## src/rtl/apb_master_req_bridge.sv

```systemverilog
// Per-master APB request bridge: queues paired address/write-data requests in a FIFO and
// replays each as an APB SETUP/ACCESS transfer, returning the result on a response channel.
module apb_master_req_bridge #(
  parameter int unsigned ADDR_WIDTH     = 16,
  parameter int unsigned DATA_WIDTH     = 32,
  parameter int unsigned SLAVE_ID_WIDTH = 2,
  parameter int unsigned FIFO_DEPTH     = 4,
  parameter int unsigned CNT_WIDTH      = $clog2(FIFO_DEPTH + 1)
) (
  input  logic                      I_PCLK,
  input  logic                      I_PRESET,
  input  logic [ADDR_WIDTH-1:0]     I_PADDR,
  input  logic                      I_PADDR_VALID,
  output logic                      O_PADDR_READY,
  input  logic                      I_PWRITE,
  input  logic [SLAVE_ID_WIDTH-1:0] I_PSLAVE_ID,
  input  logic [DATA_WIDTH-1:0]     I_PWDATA,
  input  logic                      I_PWDATA_VALID,
  output logic                      O_PWDATA_READY,
  output logic                      O_PSEL,
  output logic                      O_PENABLE,
  output logic [ADDR_WIDTH-1:0]     O_PADDR,
  output logic                      O_PWRITE,
  output logic [DATA_WIDTH-1:0]     O_PWDATA,
  output logic [SLAVE_ID_WIDTH-1:0] O_PSLAVE_ID,
  input  logic                      I_PREADY,
  input  logic [DATA_WIDTH-1:0]     I_PRDATA,
  input  logic                      I_PSLVERR,
  output logic                      O_RSP_VALID,
  output logic [DATA_WIDTH-1:0]     O_RSP_DATA,
  output logic                      O_RSP_WRITE,
  output logic                      O_RSP_ERR,
  input  logic                      I_RSP_READY,
  output logic [CNT_WIDTH-1:0]      O_FIFO_COUNT
);

  localparam int unsigned PTR_WIDTH = $clog2(FIFO_DEPTH);

  typedef enum logic [1:0] {StIdle, StSetup, StAccess, StResp} state_e;

  state_e state_q;

  logic [ADDR_WIDTH-1:0]     mem_addr  [FIFO_DEPTH];
  logic                      mem_write [FIFO_DEPTH];
  logic [SLAVE_ID_WIDTH-1:0] mem_sid   [FIFO_DEPTH];
  logic [DATA_WIDTH-1:0]     mem_wdata [FIFO_DEPTH];

  logic [PTR_WIDTH-1:0] wr_ptr_q;
  logic [PTR_WIDTH-1:0] rd_ptr_q;
  logic [CNT_WIDTH-1:0] count_q;

  logic full;
  logic push;
  logic pop;

  assign full           = (count_q == CNT_WIDTH'(FIFO_DEPTH));
  // Address and write data are accepted together; a read never consumes write data.
  assign O_PADDR_READY  = !full && (!I_PWRITE || I_PWDATA_VALID);
  assign O_PWDATA_READY = !full && I_PADDR_VALID && I_PWRITE;
  assign push           = I_PADDR_VALID && O_PADDR_READY;
  assign pop            = (state_q == StIdle) && (count_q != '0);
  assign O_FIFO_COUNT   = count_q;

  always_ff @(posedge I_PCLK) begin
    if (push) begin
      mem_addr[wr_ptr_q]  <= I_PADDR;
      mem_write[wr_ptr_q] <= I_PWRITE;
      mem_sid[wr_ptr_q]   <= I_PSLAVE_ID;
      mem_wdata[wr_ptr_q] <= I_PWRITE ? I_PWDATA : '0;
    end
  end

  always_ff @(posedge I_PCLK or posedge I_PRESET) begin
    if (I_PRESET) begin
      wr_ptr_q <= '0;
      rd_ptr_q <= '0;
      count_q  <= '0;
    end else begin
      if (push) wr_ptr_q <= wr_ptr_q + PTR_WIDTH'(1);
      if (pop)  rd_ptr_q <= rd_ptr_q + PTR_WIDTH'(1);
      unique case ({push, pop})
        2'b10:   count_q <= count_q + CNT_WIDTH'(1);
        2'b01:   count_q <= count_q - CNT_WIDTH'(1);
        default: count_q <= count_q;
      endcase
    end
  end

  always_ff @(posedge I_PCLK or posedge I_PRESET) begin
    if (I_PRESET) begin
      state_q     <= StIdle;
      O_PSEL      <= 1'b0;
      O_PENABLE   <= 1'b0;
      O_PADDR     <= '0;
      O_PWRITE    <= 1'b0;
      O_PWDATA    <= '0;
      O_PSLAVE_ID <= '0;
      O_RSP_VALID <= 1'b0;
      O_RSP_DATA  <= '0;
      O_RSP_WRITE <= 1'b0;
      O_RSP_ERR   <= 1'b0;
    end else begin
      unique case (state_q)
        StIdle: begin
          if (pop) begin
            O_PADDR     <= mem_addr[rd_ptr_q];
            O_PWRITE    <= mem_write[rd_ptr_q];
            O_PSLAVE_ID <= mem_sid[rd_ptr_q];
            O_PWDATA    <= mem_wdata[rd_ptr_q];
            O_PSEL      <= 1'b1;
            state_q     <= StSetup;
          end
        end
        StSetup: begin
          O_PENABLE <= 1'b1;
          state_q   <= StAccess;
        end
        StAccess: begin
          // Address/data stay frozen here until the slave completes.
          if (I_PREADY) begin
            O_RSP_DATA  <= O_PWRITE ? '0 : I_PRDATA;
            O_RSP_ERR   <= I_PSLVERR;
            O_RSP_WRITE <= O_PWRITE;
            O_RSP_VALID <= 1'b1;
            O_PSEL      <= 1'b0;
            O_PENABLE   <= 1'b0;
            state_q     <= StResp;
          end
        end
        StResp: begin
          if (I_RSP_READY) begin
            O_RSP_VALID <= 1'b0;
            state_q     <= StIdle;
          end
        end
        default: state_q <= StIdle;
      endcase
    end
  end

endmodule
```

## config.mk

```make
export PLATFORM = sky130hd
export DESIGN_NAME = apb_master_req_bridge
export DESIGN_NICKNAME = d
export VERILOG_FILES = /design/src/rtl/apb_master_req_bridge.sv
export SDC_FILE = /design/constraint.sdc
export NUM_CORES = 1
export LEC_CHECK = 0
export CAP_MARGIN = 25
export CORE_MARGIN = 4
export CORE_UTILIZATION = 50
export DETAILED_ROUTE_END_ITERATION = 10
export PLACE_DENSITY_LB_ADDON = 0.2
export SLEW_MARGIN = 20
export SYNTH_ARGS = -nofsm -noshare
export SYNTH_HDL_FRONTEND = slang
export SYNTH_SLANG_ARGS = --single-unit
```

## constraint.sdc

```tcl
create_clock -name I_PCLK -period 4.2 [get_ports I_PCLK]
set_input_delay 0.84 -clock I_PCLK [delete_from_list [all_inputs] [get_ports I_PCLK]]
set_output_delay 0.84 -clock I_PCLK [all_outputs]
set_load 0.01 [all_outputs]
```

==> out/qor.json, run 1 <==
{
  "power_mw": 10.5,
  "detailroute.wirelength.met3_um": 1660,
  "cts.root.buffer_cell": "sky130_fd_sc_hd__clkbuf_16",
  "route.antenna.remaining_nets": 0,
  "port_buffers": 182,
  "cts_max_level": 1,
  "post_drt_via_cell_ratio": 5.15,
  "place_ws_ps": 1090,
  "cts-resized-gates": 0,
  "final.hold.worst_slack_ps": 473,
  "final_layout_size_suffix_gt1_share_pct": 13.9,
  "post_synthesis_cell_area_sq_um": 11700,
  "hold_violations": 0,
  "power.density_nw_per_um2": 707,
  "drt_drc_violations_left": 0,
  "met2WireLength_um": 12100,
  "grt_pass1_vias": 6852,
  "grt_overflow_total": 0,
  "postSynthNetCount": 830,
  "first_pass_iters": 4,
  "initial_utilization_pct": 51.2,
  "fp.coreArea_sq_um": 22800,
  "clock_insertion_delay_worst_skew_ps": 540,
  "synth_most_common_cell": "sky130_fd_sc_hd__edfxtp_1",
  "place.detailed.instances": 1203,
  "fin_setup_tns_ps": 0,
  "slew_headroom_pct": 43.8,
  "fin_crit_ps": 3040,
  "initial_drc_count": 511,
  "dpl_cell_area_sq_um": 13800,
  "synthDominantCellAreaShare_pct": 52.5,
  "synth.avg_cell_area_sq_um": 16.0,
  "total_grt_usage_pct": 19.0,
  "maxClockFrequency_mhz": 329,
  "arrival_time_at_the_worst_endpoint_ps": 2200,
  "cts_hold_repair.buffers": 0,
  "die_w_um": 161,
  "finClkSkew_ps": 20.3,
  "critical_path.max_fanout": 4,
  "syn-instance-count": 730,
  "place_congestion": 0.729,
  "antenna_violations_before_repair": 1,
  "setup-violations-final": 0,
  "insertedDiodeCount": 0,
  "fin_cells": 1260,
  "synth_largest_area_cell": "sky130_fd_sc_hd__edfxtp_1",
  "area_growth_pct": 27.7,
  "total_routed_length_um": 24300,
  "required_ps": 3360,
  "m1WireLength_um": 10100,
  "synth_common_cells": "sky130_fd_sc_hd__edfxtp_1, sky130_fd_sc_hd__nand2_1, sky130_fd_sc_hd__dfrtp_1",
  "holdCritPathClass": "flop to flop",
  "final_min_period_over_clock_period_pct": 72.3,
  "synth-seq-area-share_pct": 73.3,
  "detailed_place_hpwl_um": 15000,
  "clkTransAtPathRegs_ps": 60,
  "worst_ir_drop_vdd_mv": 0.414,
  "post_synth_main_area_contributors": "sky130_fd_sc_hd__edfxtp_1, sky130_fd_sc_hd__dfrtp_1, sky130_fd_sc_hd__mux4_2",
  "fin_worst_setup_slack_ps": 1160,
  "timing.setup.critical_path_class": "input port to output port",
  "via_count": 6489,
  "setup_repair_after_global_routing_missed_its_margin": "false",
  "chipHeight_um": 161,
  "register_bit_count_reported_by_yosys": 301,
  "max_cap_violations": 0,
  "clock_buffer_depth": 3,
  "clock-sinks": 301,
  "finalMaxSlewViolations": 0,
  "synth.yosys.warnings": 0,
  "status": "complete, no violations",
  "design.die.area_sq_um": 25800,
  "synthFlopType": "sky130_fd_sc_hd__edfxtp_1",
  "worstSetupEndpointType": "output port",
  "net_count_of_the_finished_layout": 1023,
  "cts_buffers": 30,
  "post-cts-setup-buffers": 0,
  "r2r_slack_ps": 1750,
  "cp_startpoint_kind": "input port",
  "global_route_wire_length_before_repair_um": 38700,
  "synthDistinctLibCells": 31,
  "post-route-util_pct": 65.4,
  "cell_leakage_power_nw": 5.69,
  "worstMarginPinSlew_ps": 842,
  "cts_tree": "yes",
  "largest_net_degree_at_the_start_of_global_routing": 67,
  "dr.max_layer_used": "met5",
  "async_reset_ff_share_pct": 32.2,
  "io-pin-count": 183,
  "placementRows": 55,
  "design_area_sq_um": 14900,
  "number_of_synthesized_flops_with_an_enable_pin": 204,
  "post_drt_wl_per_cell_um": 19.3
}
## worst paths after layout
| path | from | end | depth (start not counted) |
|---|---|---|---|
| worst max register to register | state_q[0]$_DFFE_PP0P_ | O_FIFO_COUNT[2]$_DFFE_PP0P_ | 10 |
| min in group asynchronous | I_PRESET | O_RSP_DATA[22]$_DFFE_PP0P_ | 2 |
| worst min-delay path | O_PADDR[14]$_DFFE_PP0P_ | O_PADDR[14]$_DFFE_PP0P_ | 2 |
| worst min register to register | O_PADDR[14]$_DFFE_PP0P_ | O_PADDR[14]$_DFFE_PP0P_ | 2 |
| worst max-delay path | I_PWRITE | O_PWDATA_READY | 4 |
| max in group asynchronous | I_PRESET | rd_ptr_q[0]$_DFFE_PP0P_ | 3 |
## placed cells by master (no fill, tap or decap), drive strengths merged, types with 9 or more instances in the layout
cell           netlist  final
inv                 15     16
nand2b              32     32
and2                36     36
mux4                51     51
clkbuf              16     37
nand2              189    189
o21ai               34     34
clkdlybuf4s50        0    182
clkinv               0     12
buf                 19     14
ha                   9      9
dfrtp               97     97
edfxtp             204    204
## critical path: stages
cell                              delay (ps)
sky130_fd_sc_hd__clkdlybuf4s50_1         650
sky130_fd_sc_hd__nand2_1                  80
sky130_fd_sc_hd__nor2_1                   90
sky130_fd_sc_hd__clkdlybuf4s50_1         530
## per-layer routing
metal	track usage, %	up-vias
met1	26.5	3243
met4	4.27	2
li1	-	2990
met3	3.62	29
met5	0	-
met2	31.6	225
## power by group
group | switching (mW) | total (mW) | internal [mW]
Combinational | 1.59 | 3.33 | 1.73
Clock | 1.11 | 2.77 | 1.66
Sequential | 0.461 | 4.43 | 3.97
## registers in the layout, indices dropped and copies added (netlist names), 3 cells and up
name and flops:
mem_write 4, O_PWDATA 32, mem_addr 64, mem_sid 8, mem_wdata 128, O_FIFO_COUNT 3, O_PADDR 16, O_RSP_DATA 32
## logic make-up (layout without fill, tap and decap cells)
group           after synthesis  count (layout)  share of synthesized area, %
buf+inv                      50             267                          2.49
fa+ha+maj                    10              10                          1.14
simple gates                265             265                          10.1
mux                          57              57                          10.4
flops                       301             301                          73.3
compound gates               41              41                          2.05
xor+xnor                      6               6                         0.451
## layout make-up
cell class | instances | area [sq um]
Clock buffer | 37 | 838
Clock inverter | 19 | 201
Fill cell | 1643 | 7890
Inverter | 15 | 63.8
Multi-Input combinational cell | 379 | 2830
Sequential cell | 301 | 8560
Tap cell | 313 | 392
Timing Repair Buffer | 196 | 2010
Note: power is estimated with default switching activity, not from simulation.
==> inputs of run 2 (changes only) <==
clock period = 2.8 ns   (was 4.2 ns; I/O delays follow)
==> out/qor.json, run 2 (synthesis results as in run 1) <==
{
  "io-pin-count": {"value": 183, "change": "unchanged"},
  "cts.root.buffer_cell": "sky130_fd_sc_hd__clkbuf_16",
  "clock-sinks": {"value": 301, "change": "unchanged"},
  "timing.setup.critical_path_class": "flop to output port",
  "setup-violations-final": {"value": 0, "change": "unchanged"},
  "die_w": {"value": 161, "unit": "um", "change": "unchanged"},
  "post-cts-setup-buffers": {"value": 0, "change": "unchanged"},
  "slew_headroom": {"value": 58.1, "unit": "%", "change": "+14 points"},
  "cts_max_level": {"value": 1, "change": "unchanged"},
  "fin_crit_ps": 2640,
  "worstMarginPinSlew": {"value": 629, "unit": "ps", "change": "-214 ps"},
  "cts_hold_repair.buffers": {"value": 0, "change": "unchanged"},
  "placementRows": {"value": 55, "change": "unchanged"},
  "worst_ir_drop_vdd": {"value": 0.565, "unit": "mV", "change": "+37%"},
  "status": "complete, no violations",
  "critical_path.max_fanout": {"value": 6, "change": "+2"},
  "net_count_of_the_finished_layout": {"value": 1032, "change": "+0.88%"},
  "cell_leakage_power": {"value": 5.72, "unit": "nW", "change": "+0.57%"},
  "worstSetupEndpointType": "output port",
  "post-route-util": {"value": 65.8, "unit": "%", "change": "+0.47 points"},
  "final_min_period_over_clock_period_pct": 94.1,
  "largest_registers": "mem_wdata (128), mem_addr (64)",
  "grt_overflow_total": {"value": 0, "change": "unchanged"},
  "met2WireLength": {"value": 11800, "unit": "um", "change": "-2.5%"},
  "r2r_slack": {"value": 540, "unit": "ps", "change": "-1210 ps"},
  "initial_utilization": {"value": 51.2, "unit": "%", "change": "unchanged"},
  "largest_net_degree_at_the_start_of_global_routing": {"value": 67, "change": "unchanged"},
  "detailed_place_hpwl": {"value": 15200, "unit": "um", "change": "+0.91%"},
  "drt_drc_violations_left": {"value": 0, "change": "unchanged"},
  "final_layout_size_suffix_gt1_share": {"value": 14.6, "unit": "%", "change": "+0.71 points"},
  "clkTransAtPathRegs": {"value": 60, "unit": "ps", "change": "about the same"},
  "max_cap_violations": {"value": 0, "change": "unchanged"},
  "total_grt_usage": {"value": 18.5, "unit": "%", "change": "-0.46 points"},
  "post_drt_wl_per_cell": {"value": 18.6, "unit": "um", "change": "-3.7%"},
  "via_count": {"value": 6449, "change": "-0.62%"},
  "port_buffers": {"value": 182, "change": "unchanged"},
  "route.antenna.remaining_nets": {"value": 0, "change": "unchanged"},
  "cts_buffers": {"value": 30, "change": "unchanged"},
  "largest_register_ff_count": {"value": 128, "change": "unchanged"},
  "maxClockFrequency_mhz": 379,
  "finClkSkew": {"value": 7.20, "unit": "ps", "change": "-13.1 ps"},
  "fp.coreArea": {"value": 22800, "unit": "sq um", "change": "unchanged"},
  "holdCritPathClass": "input port to async pin",
  "finalMaxSlewViolations": {"value": 0, "change": "unchanged"},
  "arrival_time_at_the_worst_endpoint": {"value": 2080, "unit": "ps", "change": "-120 ps"},
  "max_flop_register": "mem_wdata",
  "cts_tree": "yes",
  "initial_drc_count": {"value": 450, "change": "-12%"},
  "dr.max_layer_used": "met4",
  "antenna_violations_before_repair": {"value": 0, "change": "-1"},
  "m1WireLength": {"value": 10100, "unit": "um", "change": "+0.19%"},
  "fin_setup_tns": {"value": 0, "unit": "ps", "change": "unchanged"},
  "setup_repair_after_global_routing_missed_its_margin": "false",
  "clock_buffer_depth": {"value": 3, "change": "unchanged"},
  "total_routed_length": {"value": 23600, "unit": "um", "change": "-3.0%"},
  "insertedDiodeCount": {"value": 0, "change": "unchanged"},
  "clock_insertion_delay_worst_skew": {"value": 540, "unit": "ps", "change": "about the same"},
  "chipHeight": {"value": 161, "unit": "um", "change": "unchanged"},
  "post_drt_via_cell_ratio": {"value": 5.08, "change": "-1.3%"},
  "design.die.area": {"value": 25800, "unit": "sq um", "change": "unchanged"},
  "layout_commonest_cell": "sky130_fd_sc_hd__edfxtp_1",
  "cts-resized-gates": {"value": 0, "change": "unchanged"},
  "required": {"value": 2240, "unit": "ps", "change": "-1120 ps"},
  "hold_violations": {"value": 0, "change": "unchanged"},
  "global_route_wire_length_before_repair": {"value": 38100, "unit": "um", "change": "-1.5%"},
  "place_congestion": {"value": 0.726, "change": "-0.41%"},
  "area_growth_pct": 28.6,
  "grt_pass1_vias": {"value": 6821, "change": "-0.45%"},
  "power.density": {"value": 1060, "unit": "nW/um^2", "change": "+50%"},
  "first_pass_iters": {"value": 4, "change": "unchanged"},
  "cp_startpoint_kind": "flop",
  "detailroute.wirelength.met3": {"value": 1190, "unit": "um", "change": "-28%"},
  "final_cell_mix": "sky130_fd_sc_hd__edfxtp_1, sky130_fd_sc_hd__nand2_1, sky130_fd_sc_hd__clkdlybuf4s50_1"
}
==> run 2: path summary, 6_finish.rpt <==
kind | startpoint | to | cells after the start
max | O_FIFO_COUNT[0]$_DFFE_PP0P_ | O_PADDR_READY | 4
min | I_PRESET | O_PENABLE$_DFFE_PP0P_ | 2
max reg2reg | O_FIFO_COUNT[0]$_DFFE_PP0P_ | O_FIFO_COUNT[2]$_DFFE_PP0P_ | 10
min reg2reg | O_PADDR[2]$_DFFE_PP0P_ | O_PADDR[2]$_DFFE_PP0P_ | 2
max in group asynchronous | I_PRESET | rd_ptr_q[1]$_DFFE_PP0P_ | 3
min in group I_PCLK | O_PADDR[2]$_DFFE_PP0P_ | O_PADDR[2]$_DFFE_PP0P_ | 2
==> run 2: area by class of cell <==
| class | count | area, sq um |
|---|---|---|
| multi-input cells | 379 | 2820 |
| clock inverters | 22 | 269 |
| repair buffers | 205 | 2100 |
| fillers | 1643 | 7780 |
| inverters | 15 | 65.1 |
| clock buffers | 34 | 787 |
| well taps | 313 | 392 |
| flip-flops and latches | 301 | 8560 |
==> run 2: metal layers <==
metal  GRT usage (%)  vias up
li1                -     3018
met1            25.6     3214
met2            31.1      181
met3            3.18       36
met4            4.65        0
met5               0        -
==> run 2: power breakdown <==
group          switching (mW)  internal, mW
Clock                    1.68          2.50
Combinational            2.40          2.65
Sequential              0.672          5.95
==> run 2: worst max-delay path, cell delays in order, from the launching register on <==
cell                              delay [ps]
sky130_fd_sc_hd__dfrtp_1                 480
sky130_fd_sc_hd__nor3b_1                 330
sky130_fd_sc_hd__buf_4                   190
sky130_fd_sc_hd__a21oi_1                  50
sky130_fd_sc_hd__clkdlybuf4s50_1         480
==> run 2: metrics by stage <==
| step | cells | power [mW] | hold WS (ps) | worst slack [ps] | area (sq um) |
|---|---|---|---|---|---|
| floorplan | 730 | 9.66 | 508 | 130 | 11700 |
| global placement | 1213 | 11.7 | 459 | 367 | 13900 |
| detailed placement | 1213 | 11.9 | 461 | 351 | 13900 |
| CTS | 1269 | 16.1 | 436 | 120 | 15000 |
| global route | 1269 | 16.8 | 455 | 79.1 | 15000 |
| finish | 1269 | 15.9 | 433 | 164 | 15000 |
==> inputs of run 3 (changes only) <==
REMOVE_ABC_BUFFERS = 1   (was not set)
==> out/qor.json, run 3 (synthesis results as in run 1) <==
{
  "cp_startpoint_kind": "flop",
  "die_w": {"value": 161, "unit": "um", "change": "unchanged"},
  "chipHeight": {"value": 161, "unit": "um", "change": "unchanged"},
  "final_min_period_over_clock_period": {"value": 91.4, "unit": "%", "change": "-2.7 points"},
  "initial_drc_count": {"value": 505, "change": "+12%"},
  "clock_buffer_depth": {"value": 3, "change": "unchanged"},
  "route.antenna.remaining_nets": {"value": 0, "change": "unchanged"},
  "total_grt_usage": {"value": 18.5, "unit": "%", "change": "about the same"},
  "worst_ir_drop_vdd": {"value": 0.573, "unit": "mV", "change": "+1.4%"},
  "cts_tree": "yes",
  "worstMarginPinSlew": {"value": 638, "unit": "ps", "change": "+9.16 ps"},
  "design_internal_power": {"value": 10.9, "unit": "mW", "change": "-2.1%"},
  "largest_net_degree_at_the_start_of_global_routing": {"value": 59, "change": "-12%"},
  "finalMaxSlewViolations": {"value": 0, "change": "unchanged"},
  "crit_path_max_incr_delay": {"value": 500, "unit": "ps", "change": "+20 ps"},
  "arrival_time_at_the_worst_endpoint": {"value": 2000, "unit": "ps", "change": "-80 ps"},
  "clock-sinks": {"value": 301, "change": "unchanged"},
  "clkPwrFrac": {"value": 25.0, "unit": "%", "change": "-1.4 points"},
  "largest_registers": "mem_wdata (128), mem_addr (64)",
  "worstSetupEndpointType": "output port",
  "final.hold.worst_slack": {"value": 378, "unit": "ps", "change": "-54.8 ps"},
  "timing.critical_path.slowest_stage_cell": "sky130_fd_sc_hd__clkdlybuf4s50_1",
  "sequential_cell_area_in_the_final_layout": {"value": 8560, "unit": "sq um", "change": "unchanged"},
  "drt_drc_violations_left": {"value": 0, "change": "unchanged"},
  "status": "complete, no violations",
  "design.die.area": {"value": 25800, "unit": "sq um", "change": "unchanged"},
  "slew_headroom": {"value": 57.5, "unit": "%", "change": "-0.61 points"},
  "grt_overflow_total": {"value": 0, "change": "unchanged"},
  "fp.coreArea": {"value": 22800, "unit": "sq um", "change": "unchanged"},
  "global_route_wire_length_before_repair": {"value": 38300, "unit": "um", "change": "+0.64%"},
  "place_congestion": {"value": 0.755, "change": "+4.0%"},
  "cts_max_level": {"value": 1, "change": "unchanged"},
  "post-cts-setup-buffers": {"value": 0, "change": "unchanged"},
  "maxClockFrequency": {"value": 391, "unit": "MHz", "change": "+3.0%"},
  "net_count_of_the_finished_layout": {"value": 1033, "change": "+0.097%"},
  "power.density": {"value": 1040, "unit": "nW/um^2", "change": "-1.5%"},
  "area_growth_pct": 28.1,
  "fin_worst_setup_slack": {"value": 241, "unit": "ps", "change": "+76.6 ps"},
  "port_buffers": {"value": 182, "change": "unchanged"},
  "cts_buffers": {"value": 30, "change": "unchanged"},
  "power_switching_share": {"value": 30.1, "unit": "%", "change": "+0.11 points"},
  "share_seq_of_total_power": {"value": 41.9, "unit": "%", "change": "+0.2 points"},
  "io-pin-count": {"value": 183, "change": "unchanged"},
  "insertedDiodeCount": {"value": 0, "change": "unchanged"},
  "setup_repair_after_global_routing_missed_its_margin": "false",
  "finClkSkew": {"value": 16.7, "unit": "ps", "change": "+9.46 ps"},
  "netSwitchingPower": {"value": 4.67, "unit": "mW", "change": "-1.6%"},
  "clock_insertion_delay_worst_skew": {"value": 550, "unit": "ps", "change": "about the same"},
  "fin_crit": {"value": 2560, "unit": "ps", "change": "-76.6 ps"},
  "clkTransAtPathRegs": {"value": 60, "unit": "ps", "change": "about the same"},
  "final_layout_size_suffix_gt1_share": {"value": 14.0, "unit": "%", "change": "-0.64 points"},
  "critical_path.cell_chain": "nor3b_1 -> nor2_1 -> clkdlybuf4s50_1",
  "via_count": {"value": 6476, "change": "+0.42%"},
  "layout_commonest_cell": "sky130_fd_sc_hd__edfxtp_1",
  "detailed_place_hpwl": {"value": 15400, "unit": "um", "change": "+1.5%"},
  "first_pass_iters": {"value": 4, "change": "unchanged"},
  "final_cell_mix": "sky130_fd_sc_hd__edfxtp_1, sky130_fd_sc_hd__nand2_1, sky130_fd_sc_hd__clkdlybuf4s50_1",
  "hold_violations": {"value": 0, "change": "unchanged"},
  "cell_leakage_power": {"value": 5.71, "unit": "nW", "change": "-0.20%"},
  "max_cap_violations": {"value": 0, "change": "unchanged"},
  "timing.setup.critical_path_class": "flop to output port",
  "total_routed_length": {"value": 23600, "unit": "um", "change": "about the same"},
  "place_ws": {"value": 247, "unit": "ps", "change": "-104 ps"},
  "largest_register_ff_count": {"value": 128, "change": "unchanged"},
  "pwr-share-comb": {"value": 33.1, "unit": "%", "change": "+1.2 points"},
  "antenna_violations_before_repair": {"value": 0, "change": "unchanged"},
  "placementRows": {"value": 55, "change": "unchanged"},
  "critical_path.max_fanout": {"value": 6, "change": "unchanged"},
  "initial_utilization": {"value": 51.2, "unit": "%", "change": "unchanged"},
  "max_flop_register": "mem_wdata",
  "multi_input_area": {"value": 2830, "unit": "sq um", "change": "about the same"},
  "post_drt_wl_per_cell": {"value": 18.6, "unit": "um", "change": "about the same"},
  "cts.root.buffer_cell": "sky130_fd_sc_hd__clkbuf_16",
  "r2r_slack": {"value": 550, "unit": "ps", "change": "about the same"},
  "grt_pass1_vias": {"value": 6965, "change": "+2.1%"},
  "holdCritPathClass": "input port to async pin",
  "final.fill_count": {"value": 1634, "change": "-0.55%"},
  "post_drt_via_cell_ratio": {"value": 5.10, "change": "+0.34%"},
  "cts_hold_repair.buffers": {"value": 0, "change": "unchanged"},
  "cts-resized-gates": {"value": 0, "change": "unchanged"},
  "setup-violations-final": {"value": 0, "change": "unchanged"},
  "required": {"value": 2240, "unit": "ps", "change": "about the same"}
}
## run 3: worst paths after layout
path	startpoint	to	cells after the start
setup / recovery	O_FIFO_COUNT[0]$_DFFE_PP0P_	O_PWDATA_READY	3
hold / removal	I_PRESET	O_RSP_DATA[9]$_DFFE_PP0P_	2
setup reg to reg	state_q[0]$_DFFE_PP0P_	O_FIFO_COUNT[2]$_DFFE_PP0P_	10
hold reg to reg	O_RSP_DATA[24]$_DFFE_PP0P_	O_RSP_DATA[24]$_DFFE_PP0P_	2
max in group asynchronous	I_PRESET	O_PADDR[4]$_DFFE_PP0P_	3
min in group I_PCLK	O_RSP_DATA[24]$_DFFE_PP0P_	O_RSP_DATA[24]$_DFFE_PP0P_	2
## run 3: per-layer routing
| metal | track usage, % | vias to the layer above | routed length (um) |
|---|---|---|---|
| met4 | 3.57 | 0 | 344 |
| li1 | - | 3017 | - |
| met3 | 4.39 | 34 | 1630 |
| met5 | 0 | - | 0 |
| met2 | 30.8 | 214 | 11400 |
| met1 | 25.6 | 3211 | 10200 |
## run 3: layout make-up
type | count | area share [%]
Clock buffer | 46 | 5.91
Multi-Input combinational cell | 379 | 18.9
Inverter | 15 | 0.427
Tap cell | 313 | 2.62
Timing Repair Buffer | 206 | 14.2
Sequential cell | 301 | 57.3
Clock inverter | 10 | 0.586
## run 3: critical path: cells and delay by family, from the launching register on
family	cells	cell delay [ps]
simple gates	2	500
flops	1	460
buf+inv	1	500
## run 3: power by group through the flow
stage / clock (mW) / combinational (mW) / sequential (mW)
after detailed placement: 0 / 5.24 / 6.62
final: 3.88 / 5.15 / 6.52
after floorplan: 0 / 2.40 / 7.02
after global routing: 4.17 / 5.66 / 6.66
after CTS: 3.96 / 5.27 / 6.54
after global placement: 0 / 5.16 / 6.58
## run 3: through the flow
stage	setup TNS [ps]	utilization (%)	instances	instance area (sq um)	total power, mW
CTS	0	65.6	1270	14900	15.8
finish	0	65.6	1270	14900	15.5
floorplan	-39350	-	695	11400	9.42
global placement	0	61.3	1214	14000	11.7
global route	0	65.6	1270	14900	16.5
detailed placement	0	61.3	1214	14000	11.9
